`src/rtl/hazard_scoreboard.sv`:
```
// hazard_scoreboard: per-register countdown of outstanding writes,
// flagging RAW/WAW hazards for the ID instruction and driving stall.
module hazard_scoreboard #(
    parameter int NUM_REGS = 32,
    parameter int REG_ADDR = 5,
    parameter int LAT_W    = 3,
    parameter int BYPASS   = 1,
    parameter int CNT_W    = 16
) (
    input  logic                clk,
    input  logic                rst_n,
    input  logic                id_valid_i,
    input  logic [REG_ADDR-1:0] id_rs1_i,
    input  logic                id_rs1_used_i,
    input  logic [REG_ADDR-1:0] id_rs2_i,
    input  logic                id_rs2_used_i,
    input  logic [REG_ADDR-1:0] id_rd_i,
    input  logic                id_rd_we_i,
    input  logic [LAT_W-1:0]    id_lat_i,
    input  logic                flush_i,
    output logic                stall_o,
    output logic                issue_o,
    output logic                hazard_raw_o,
    output logic                hazard_waw_o,
    output logic [NUM_REGS-1:0] busy_o,
    output logic [CNT_W-1:0]    stall_cnt_o
);

    logic [LAT_W-1:0] r_cnt [1:NUM_REGS-1];
    logic [LAT_W-1:0] w_cnt [NUM_REGS];
    logic [CNT_W-1:0] r_stall_cnt;
    logic [LAT_W-1:0] w_lat_eff;
    logic             w_raw;
    logic             w_waw;
    logic             w_stall;
    logic             w_issue;

    function automatic logic f_ready(input logic [LAT_W-1:0] c);
        return (c == '0) || ((BYPASS != 0) && (c == LAT_W'(1)));
    endfunction

    // Register 0 never holds a pending write.
    always_comb begin
        w_cnt[0] = '0;
        for (int i = 1; i < NUM_REGS; i++) w_cnt[i] = r_cnt[i];
    end

    assign w_lat_eff = (id_lat_i == '0) ? LAT_W'(1) : id_lat_i;

    assign w_raw = id_valid_i &
                   ((id_rs1_used_i & !f_ready(w_cnt[id_rs1_i])) |
                    (id_rs2_used_i & !f_ready(w_cnt[id_rs2_i])));

    // New write must retire strictly after the pending one.
    assign w_waw = id_valid_i & id_rd_we_i & (id_rd_i != '0) &
                   (w_cnt[id_rd_i] >= w_lat_eff);

    assign w_stall = rst_n & (w_raw | w_waw) & !flush_i;
    assign w_issue = rst_n & id_valid_i & !w_stall & !flush_i;

    assign stall_o      = w_stall;
    assign issue_o      = w_issue;
    assign hazard_raw_o = rst_n & w_raw & !flush_i;
    assign hazard_waw_o = rst_n & w_waw & !flush_i;
    assign stall_cnt_o  = r_stall_cnt;

    always_comb begin
        busy_o = '0;
        for (int i = 1; i < NUM_REGS; i++) busy_o[i] = (r_cnt[i] != '0);
    end

    always_ff @(posedge clk) begin
        if (!rst_n) begin
            for (int i = 1; i < NUM_REGS; i++) r_cnt[i] <= '0;
            r_stall_cnt <= '0;
        end else begin
            for (int i = 1; i < NUM_REGS; i++) begin
                if (w_issue && id_rd_we_i && (id_rd_i == REG_ADDR'(i)))
                    r_cnt[i] <= w_lat_eff;
                else if (r_cnt[i] != '0)
                    r_cnt[i] <= r_cnt[i] - LAT_W'(1);
            end
            if (w_stall && (r_stall_cnt != '1))
                r_stall_cnt <= r_stall_cnt + CNT_W'(1);
        end
    end

endmodule

```
`config.mk`:
```
export PLATFORM = sky130hd
export DESIGN_NAME = hazard_scoreboard
export DESIGN_NICKNAME = d
export VERILOG_FILES = /design/src/rtl/hazard_scoreboard.sv
export SDC_FILE = /design/constraint.sdc
export NUM_CORES = 1
export LEC_CHECK = 0
export CORE_MARGIN = 2
export CORE_UTILIZATION = 55
export DETAILED_ROUTE_END_ITERATION = 16
export PLACE_DENSITY = 0.82
export SYNTH_ARGS = -nofsm -noshare
export SYNTH_HDL_FRONTEND = slang
export SYNTH_SLANG_ARGS = --single-unit
```
`constraint.sdc`:
```
create_clock -name clk -period 6.45 [get_ports clk]
set_input_delay 0.645 -clock clk [delete_from_list [all_inputs] [get_ports clk]]
set_output_delay 0.645 -clock clk [all_outputs]
set_load 0.01 [all_outputs]
```
==> parameters.txt, run 1 <==
Parameter                              Value

Yosys
  Number of enable-type register cells in the synthesized netlist ... 93
  Leading area contributor after synthesis ... sky130_fd_sc_hd__edfxtp_1
  Most used standard cell by instance count after synthesis ... sky130_fd_sc_hd__nor2_1
  Number of instances in the synthesized netlist ... 887
  Post-synth design cell area ... 9090 µm²
  Commonest cells post-synth ... sky130_fd_sc_hd__nor2_1 (96), sky130_fd_sc_hd__edfxtp_1 (93), sky130_fd_sc_hd__inv_1 (73), sky130_fd_sc_hd__ha_1 (66), sky130_fd_sc_hd__nand2_1 (64)
  Synth top area share ... 0.307
  Number of synthesis warnings ... 0
  Number of distinct library cell variants in the gate-level netlist after synthesis ... 63
  Mean area per synthesized cell ... 10.2 µm²
  Post-synth ARST share ... 0
  Sequential cell area fraction in the yosys report ... 0.343
  Post-Synthesis Net Count ... 978
  Flop and latch count out of synthesis ... 109
  Main area contributors after synthesis ... sky130_fd_sc_hd__edfxtp_1 (31%), sky130_fd_sc_hd__ha_1 (9.1%), sky130_fd_sc_hd__mux4_2 (7.9%)
  Leading register cell type out of synthesis ... sky130_fd_sc_hd__edfxtp_1

Die
  Core Region ... 16,000 µm²
  Chip Height ... 133 µm
  Chip width ... 133 µm
  # rows ... 46
  Floorplan die area ... 17,600 µm²
  Effective utilization at floorplan ... 0.568
  Top-Level Pins ... 77

Power and ir drop
  Clock Power Share ... 0.141
  Share of total power in sequential cells ... 0.355
  Maximum vdd drop ... 223 µV
  Int Pwr ... 2.44 mW
  Leak pwr ... 4.14 nW
  Net Sw Frac ... 0.394
  Net switching component of the power ... 1.59 mW
  Logic gate share of total power ... 0.504
  PnR Total Power ... 4.03 mW
  Pwr/cell area ... 394 nW/µm²

Clock network
  Total clock buffers created by CTS ... 9
  TritonCTS clock tree ... yes
  Deepest level of the CTS H-tree ... 3
  Setup Buffers After CTS ... 0
  Worst-path clk slew ... 0.07 ns
  Clock Tree Buf Depth ... 2
  Clk Latency, worst-skew pair ... 0.37 ns
  Clock root buffer master ... sky130_fd_sc_hd__clkbuf_16
  Post-cts resize count ... 0
  Clock Sinks ... 109
  CTS hold repair buffers ... 0

Worst hold path
  Hold WC Path Type ... reg2reg
  Number of cells on the worst hold path ... 2

Worst setup path
  Number of cells on the worst reg-to-reg path ... 14
  Worst Path Max Fanout ... 30
  Arrival time of data at the critical path endpoint ... 4.33 ns
  Setup crit end kind ... output pin
  Minimum setup slack among reg-to-reg paths ... 2.22 ns
  Startpoint Class ... input port
  Worst Path Class, Setup ... in2out
  Required time at the worst-slack endpoint ... 5.80 ns

Placement
  # port buffers ... 75
  Half-perimeter wire length of the detailed placement result ... 16.7 mm
  Routability cong. ... 0.908
  Post-placement cell area ... 9940 µm²

Route
  Number of optimization iterations in the first detailed-route pass ... 5
  Routed Wire Length ... 23.0 mm
  Initial DRC count ... 734
  Routed wirelength normalized by instance count ... 19.9 µm
  Number of vias in the routed layout ... 7,114
  Antenna-violating nets left ... 0
  Post-route DRC ... 0
  Vias per cell ... 6.15

Global route
  Initial antenna violation count ... 0
  Via count of the first global-routing pass ... 7,004
  Global-route met3 utilization ... 0.0444
  Overall overflow remaining after global route ... 0
  GR met2 Demand/Resource ... 0.432
  First-pass GRT wire length ... 36.8 mm
  Met1 Use GR ... 0.347
  Pin count of the biggest net entering global routing ... 82
  Total global-route track usage ... 0.265
  GR peak layer ... met2

Run status
  Outcome ... complete, no violations

Final layout
  Footprint of the multi-input gates ... 5470 µm²
  Nets ... 1,027
  Sequential cell area ... 3110 µm²
  Synthesis-to-layout area growth ... 12.6%
  Finished Cell Area ... 10,200 µm²
  # diodes ... 0
  Final-layout fill cell count ... 1,329
  Fraction of final layout cells sized beyond drive strength 1 ... 0.180
  Util after Layout ... 0.640

STA
  Worst slew margin relative to its limit ... 0.385
  Unrepaired setup endpoints after global routing ... no
  Max Clk Rate ... 201 MHz
  Endpoints failing hold ... 0
  Fin crit period ... 4.98 ns
  Max Slew Vio Count ... 0
  Share of the clock period used by the worst path after layout ... 0.772
  Setup skew after layout ... 0.00791 ns
  Fin Setup TNS ... 0 ns
  Setup-violating endpoint count in the final report ... 0
  Slew at the pin closest to its max-slew limit ... 0.922 ns

Flow run
  Count of max-cap constraint violations ... 0
==> state kept, by name (all words and copies together) (netlist names) <==
register     cells
r_cnt           93
stall_cnt_o     16
==> cell type report <==
class,instances,share of cell area
multi-input cells,656,0.534
flip-flops and latches,109,0.304
inverters,76,0.0279
repair buffers,84,0.0790
well taps,216,0.0264
clock inverters,7,0.00636
clock buffers,9,0.0220
==> worst max-delay path, cell delays in order <==
cell and delay (ns):
sky130_fd_sc_hd__clkdlybuf4s50_1 0.58, sky130_fd_sc_hd__buf_4 0.39, sky130_fd_sc_hd__mux4_2 0.39, sky130_fd_sc_hd__mux4_2 0.48, sky130_fd_sc_hd__a21o_1 0.19, sky130_fd_sc_hd__ha_1 0.29, sky130_fd_sc_hd__nand2b_1 0.16, sky130_fd_sc_hd__a21oi_1 0.15
sky130_fd_sc_hd__nor2b_1 0.07, sky130_fd_sc_hd__o21ai_2 0.24, sky130_fd_sc_hd__and3_1 0.21, sky130_fd_sc_hd__clkdlybuf4s50_1 0.54
==> metrics by stage <==
step                hold slack, ns  instances  setup WS (ns)
global placement             0.461       1141           1.28
global route                 0.520       1157           1.32
CTS                          0.487       1157           1.50
floorplan                    0.486        887           1.57
finish                       0.488       1157           1.47
detailed placement           0.477       1141           1.18
==> metal layers <==
layer  vias to the layer above  part of all wire
li1                       3278                 -
met1                      3420              0.41
met2                       350              0.47
met3                        66             0.084
met4                         0             0.031
met5                         -                 0
==> power groups by stage <==
stage / registers, mW / logic [mW] / clock network [mW]
global route: 1.45 / 2.26 / 0.597
floorplan: 1.31 / 1.42 / 0
global placement: 1.42 / 1.94 / 0
finish: 1.43 / 2.03 / 0.567
CTS: 1.42 / 2.02 / 0.576
detailed placement: 1.43 / 2.00 / 0
==> cells by family after synthesis <==
family	synth area share
DFF	0.343
and+or+nand+nor	0.224
adders and majority gates	0.0909
muxes	0.213
xor gates and xnor gates	0.0299
buffers and inverters	0.0563
AOI/OAI and AO/OA	0.0427
other	0.000413
==> layout by cell type, fill, tap and decap left out, types with 9 or more instances in the layout <==
cell,n
sky130_fd_sc_hd__or3_1,27
sky130_fd_sc_hd__nand2_1,64
sky130_fd_sc_hd__mux2_4,12
sky130_fd_sc_hd__clkbuf_16,9
sky130_fd_sc_hd__a21oi_1,15
sky130_fd_sc_hd__mux2_2,52
sky130_fd_sc_hd__buf_4,9
sky130_fd_sc_hd__nand3_1,46
sky130_fd_sc_hd__nor3_2,12
sky130_fd_sc_hd__nor2_1,96
sky130_fd_sc_hd__nor3_1,17
sky130_fd_sc_hd__xor2_1,31
sky130_fd_sc_hd__edfxtp_1,93
sky130_fd_sc_hd__dfxtp_1,16
sky130_fd_sc_hd__or3b_2,10
sky130_fd_sc_hd__clkdlybuf4s50_1,73
sky130_fd_sc_hd__inv_1,73
sky130_fd_sc_hd__mux4_2,32
sky130_fd_sc_hd__nand2b_1,38
sky130_fd_sc_hd__ha_1,66
sky130_fd_sc_hd__o21ai_0,10
sky130_fd_sc_hd__mux2i_1,45
==> path summary, 6_finish.rpt <==
kind | startpoint | to
setup / recovery | id_rd_i[1] | issue_o
hold / removal | stall_cnt_o[11] | stall_cnt_o[11]
setup reg to reg | r_cnt[0][42] | r_cnt[0][94]
hold reg to reg | stall_cnt_o[11] | stall_cnt_o[11]
(Power assumes the default switching activity.)
==> inputs of run 2 (changes only) <==
--- a/config.mk
+++ b/config.mk
@@ -6,9 +6,9 @@
 export NUM_CORES = 1
 export LEC_CHECK = 0
 export CORE_MARGIN = 2
-export CORE_UTILIZATION = 55
+export CORE_UTILIZATION = 54
 export DETAILED_ROUTE_END_ITERATION = 16
-export PLACE_DENSITY = 0.82
+export PLACE_DENSITY = 0.84
 export SYNTH_ARGS = -nofsm -noshare
 export SYNTH_HDL_FRONTEND = slang
 export SYNTH_SLANG_ARGS = --single-unit
==> constraint.sdc (replaced) <==
create_clock -name clk -period 4.3 [get_ports clk]
set_input_delay 0.43 -clock clk [delete_from_list [all_inputs] [get_ports clk]]
set_output_delay 0.43 -clock clk [all_outputs]
set_load 0.01 [all_outputs]
==> run 2 against run 1 <==
Sequential share of layout area fell by 1.1 points. Setup slack got worse by 1.3 ns. First-iteration DRC count rose by 5.3%. Count of clock-buffer cells in the layout rose by 5.
==> parameters.txt, run 2 (synthesized netlist as in run 1, its figures left out) <==
Parameter                              Value

Final layout
  Flip-flop count of the largest register, all copies and words added ... 93 (unchanged)
  Util after Layout ... 0.642 (+0.00235)
  Largest reg by FF count ... r_cnt
  # diodes ... 0 (unchanged)
  Commonest cells after routing, fill and taps aside ... sky130_fd_sc_hd__nor2_1 (96), sky130_fd_sc_hd__edfxtp_1 (93), sky130_fd_sc_hd__inv_1 (73), sky130_fd_sc_hd__clkdlybuf4s50_1 (72), sky130_fd_sc_hd__ha_1 (66)
  Fraction of final layout cells sized beyond drive strength 1 ... 0.217 (+0.0376)
  Most common cell after layout, fill and taps aside ... sky130_fd_sc_hd__nor2_1
  Nets ... 1,076 (+4.8%)
  Final-layout fill cell count ... 1,267 (-4.7%)
  Synthesis-to-layout area growth ... 16.7%
  Finished Cell Area ... 10,600 µm² (+3.7%)
  Layout Cells excl Fill ... 1,210 (+4.6%)

Worst setup path
  Setup crit end kind ... flip-flop
  Largest stage delay, worst path ... 0.58 ns (about the same)
  Required time at the worst-slack endpoint ... 4.37 ns (-1.43 ns)
  CP max stage cell ... sky130_fd_sc_hd__or4_1
  Startpoint Class ... input port
  Worst Path Max Fanout ... 26 (-13%)
  Arrival time of data at the critical path endpoint ... 4.25 ns (-0.08 ns)
  Crit-path most repeated cell ... sky130_fd_sc_hd__mux4_2
  Cells along the critical path ... dlygate4sd2_1, buf_6, mux4_2, mux4_2, nor2_1, a21o_1, ha_1, nand2b_1, a21oi_1, nor2b_1, o21ai_2, and3_1, nand3_2, buf_4, or4_1, or3b_2
  Worst Path Class, Setup ... in2reg

STA
  Max Slew Vio Count ... 0 (unchanged)
  Crit path setup slack, layout ... 0.123 ns (-1.35 ns)
  Fin crit period ... 4.18 ns
  Setup skew after layout ... 0.00993 ns (+0.00202 ns)
  Slew at the pin closest to its max-slew limit ... 1.23 ns (+0.307 ns)
  Fin Setup TNS ... 0 ns (unchanged)
  Endpoints failing hold ... 0 (unchanged)
  Hold slack ... 0.478 ns (-0.00969 ns)
  Unrepaired setup endpoints after global routing ... no
  Worst slew margin relative to its limit ... 0.179 (-0.206)
  Setup-violating endpoint count in the final report ... 0 (unchanged)
  Share of the clock period used by the worst path after layout ... 0.971
  Max Clk Rate ... 239 MHz

Clock network
  Total clock buffers created by CTS ... 9 (unchanged)
  TritonCTS clock tree ... yes
  Clk Latency, worst-skew pair ... 0.37 ns (about the same)
  Clock root buffer master ... sky130_fd_sc_hd__clkbuf_16
  Setup Buffers After CTS ... 0 (unchanged)
  Clock Tree Buf Depth ... 2 (unchanged)
  Worst-path clk slew ... 0.07 ns (about the same)
  Deepest level of the CTS H-tree ... 3 (unchanged)
  Clock Sinks ... 109 (unchanged)

Global route
  Initial antenna violation count ... 0 (unchanged)
  First-pass GRT wire length ... 37.6 mm (+2.2%)
  Overall overflow remaining after global route ... 0 (unchanged)
  Pin count of the biggest net entering global routing ... 80 (-2.4%)
  Total global-route track usage ... 0.269 (+0.00408)
  Via count of the first global-routing pass ... 7,203 (+2.8%)

Route
  Post-route DRC ... 0 (unchanged)
  Routed wirelength normalized by instance count ... 19.4 µm (-2.4%)
  Vias per cell ... 6.12 (-0.48%)
  Routed Wire Length ... 23.5 mm (+2.1%)
  Initial DRC count ... 773 (+5.3%)
  Number of vias in the routed layout ... 7,404 (+4.1%)
  Number of optimization iterations in the first detailed-route pass ... 6 (+1)
  Antenna-violating nets left ... 0 (unchanged)

Placement
  Routability cong. ... 0.958 (+5.4%)
  Worst Setup Slack post-DPL ... -0.490 ns (-1.67 ns)
  # port buffers ... 75 (unchanged)
  Half-perimeter wire length of the detailed placement result ... 17.5 mm (+4.4%)
  Post-placement cell area ... 10,300 µm² (+4.0%)
  Dpl cells ... 1,194 (+4.6%)

Die
  # rows ... 47 (+2.2%)
  Core Region ... 16,500 µm² (+3.3%)
  Top-Level Pins ... 77 (unchanged)
  Floorplan die area ... 17,900 µm² (+1.8%)
  Chip width ... 134 µm (+0.89%)
  Effective utilization at floorplan ... 0.550 (-0.0180)
  Chip Height ... 134 µm (+0.89%)

Flow run
  Count of max-cap constraint violations ... 0 (unchanged)

Power and ir drop
  Leak pwr ... 4.39 nW (+6.0%)
  Maximum vdd drop ... 347 µV (+56%)
  Pwr/cell area ... 567 nW/µm² (+44%)
  PnR Total Power ... 6.02 mW (+49%)

Run status
  Outcome ... complete, no violations

Worst hold path
  Hold WC Path Type ... reg2reg
==> run 2: worst paths after layout <==
path,to,depth (start not counted),slack (ns),startpoint
setup / recovery,r_cnt[0][92],16,0.12,id_rd_i[1]
setup reg to reg,r_cnt[0][92],14,0.21,r_cnt[0][69]
hold reg to reg,stall_cnt_o[11],2,0.48,stall_cnt_o[11]
hold / removal,stall_cnt_o[11],2,0.48,stall_cnt_o[11]
==> run 2: per-layer routing <==
layer | up-vias | wire length [µm] | track usage
li1 | 3377 | - | -
met3 | 62 | 2110 | 0.0381
met2 | 426 | 11200 | 0.439
met5 | - | 0 | 0
met1 | 3539 | 9440 | 0.356
met4 | 0 | 735 | 0.122
==> run 2: cell type report <==
class	count	area [µm²]	share of cell area
Clock buffer	14	254	0.0239
Clock inverter	2	10.0	0.000944
Inverter	76	285	0.0269
Multi-Input combinational cell	656	5470	0.515
Sequential cell	109	3110	0.293
Tap cell	220	275	0.0259
Timing Repair Buffer	133	1200	0.113
==> run 2: critical path: cells and delay by family <==
family | cells | cell delay, ns
and+or+nand+nor | 7 | 1.52
buffers and inverters | 3 | 0.82
AOI/OAI and AO/OA | 3 | 0.39
adders and majority gates | 1 | 0.22
muxes | 2 | 0.86
==> run 2: repair_timing <==
item,in CTS,in global routing
setup endpoints to repair,92,0
hold buffers,0,0
resized for setup,2,0
==> run 2: power breakdown <==
group | internal, mW | leakage, nW | total, mW | switching (mW)
combinational | 1.50 | 3.10 | 3.10 | 1.59
sequential | 1.73 | 1.16 | 2.13 | 0.397
clock | 0.409 | 0.131 | 0.794 | 0.385
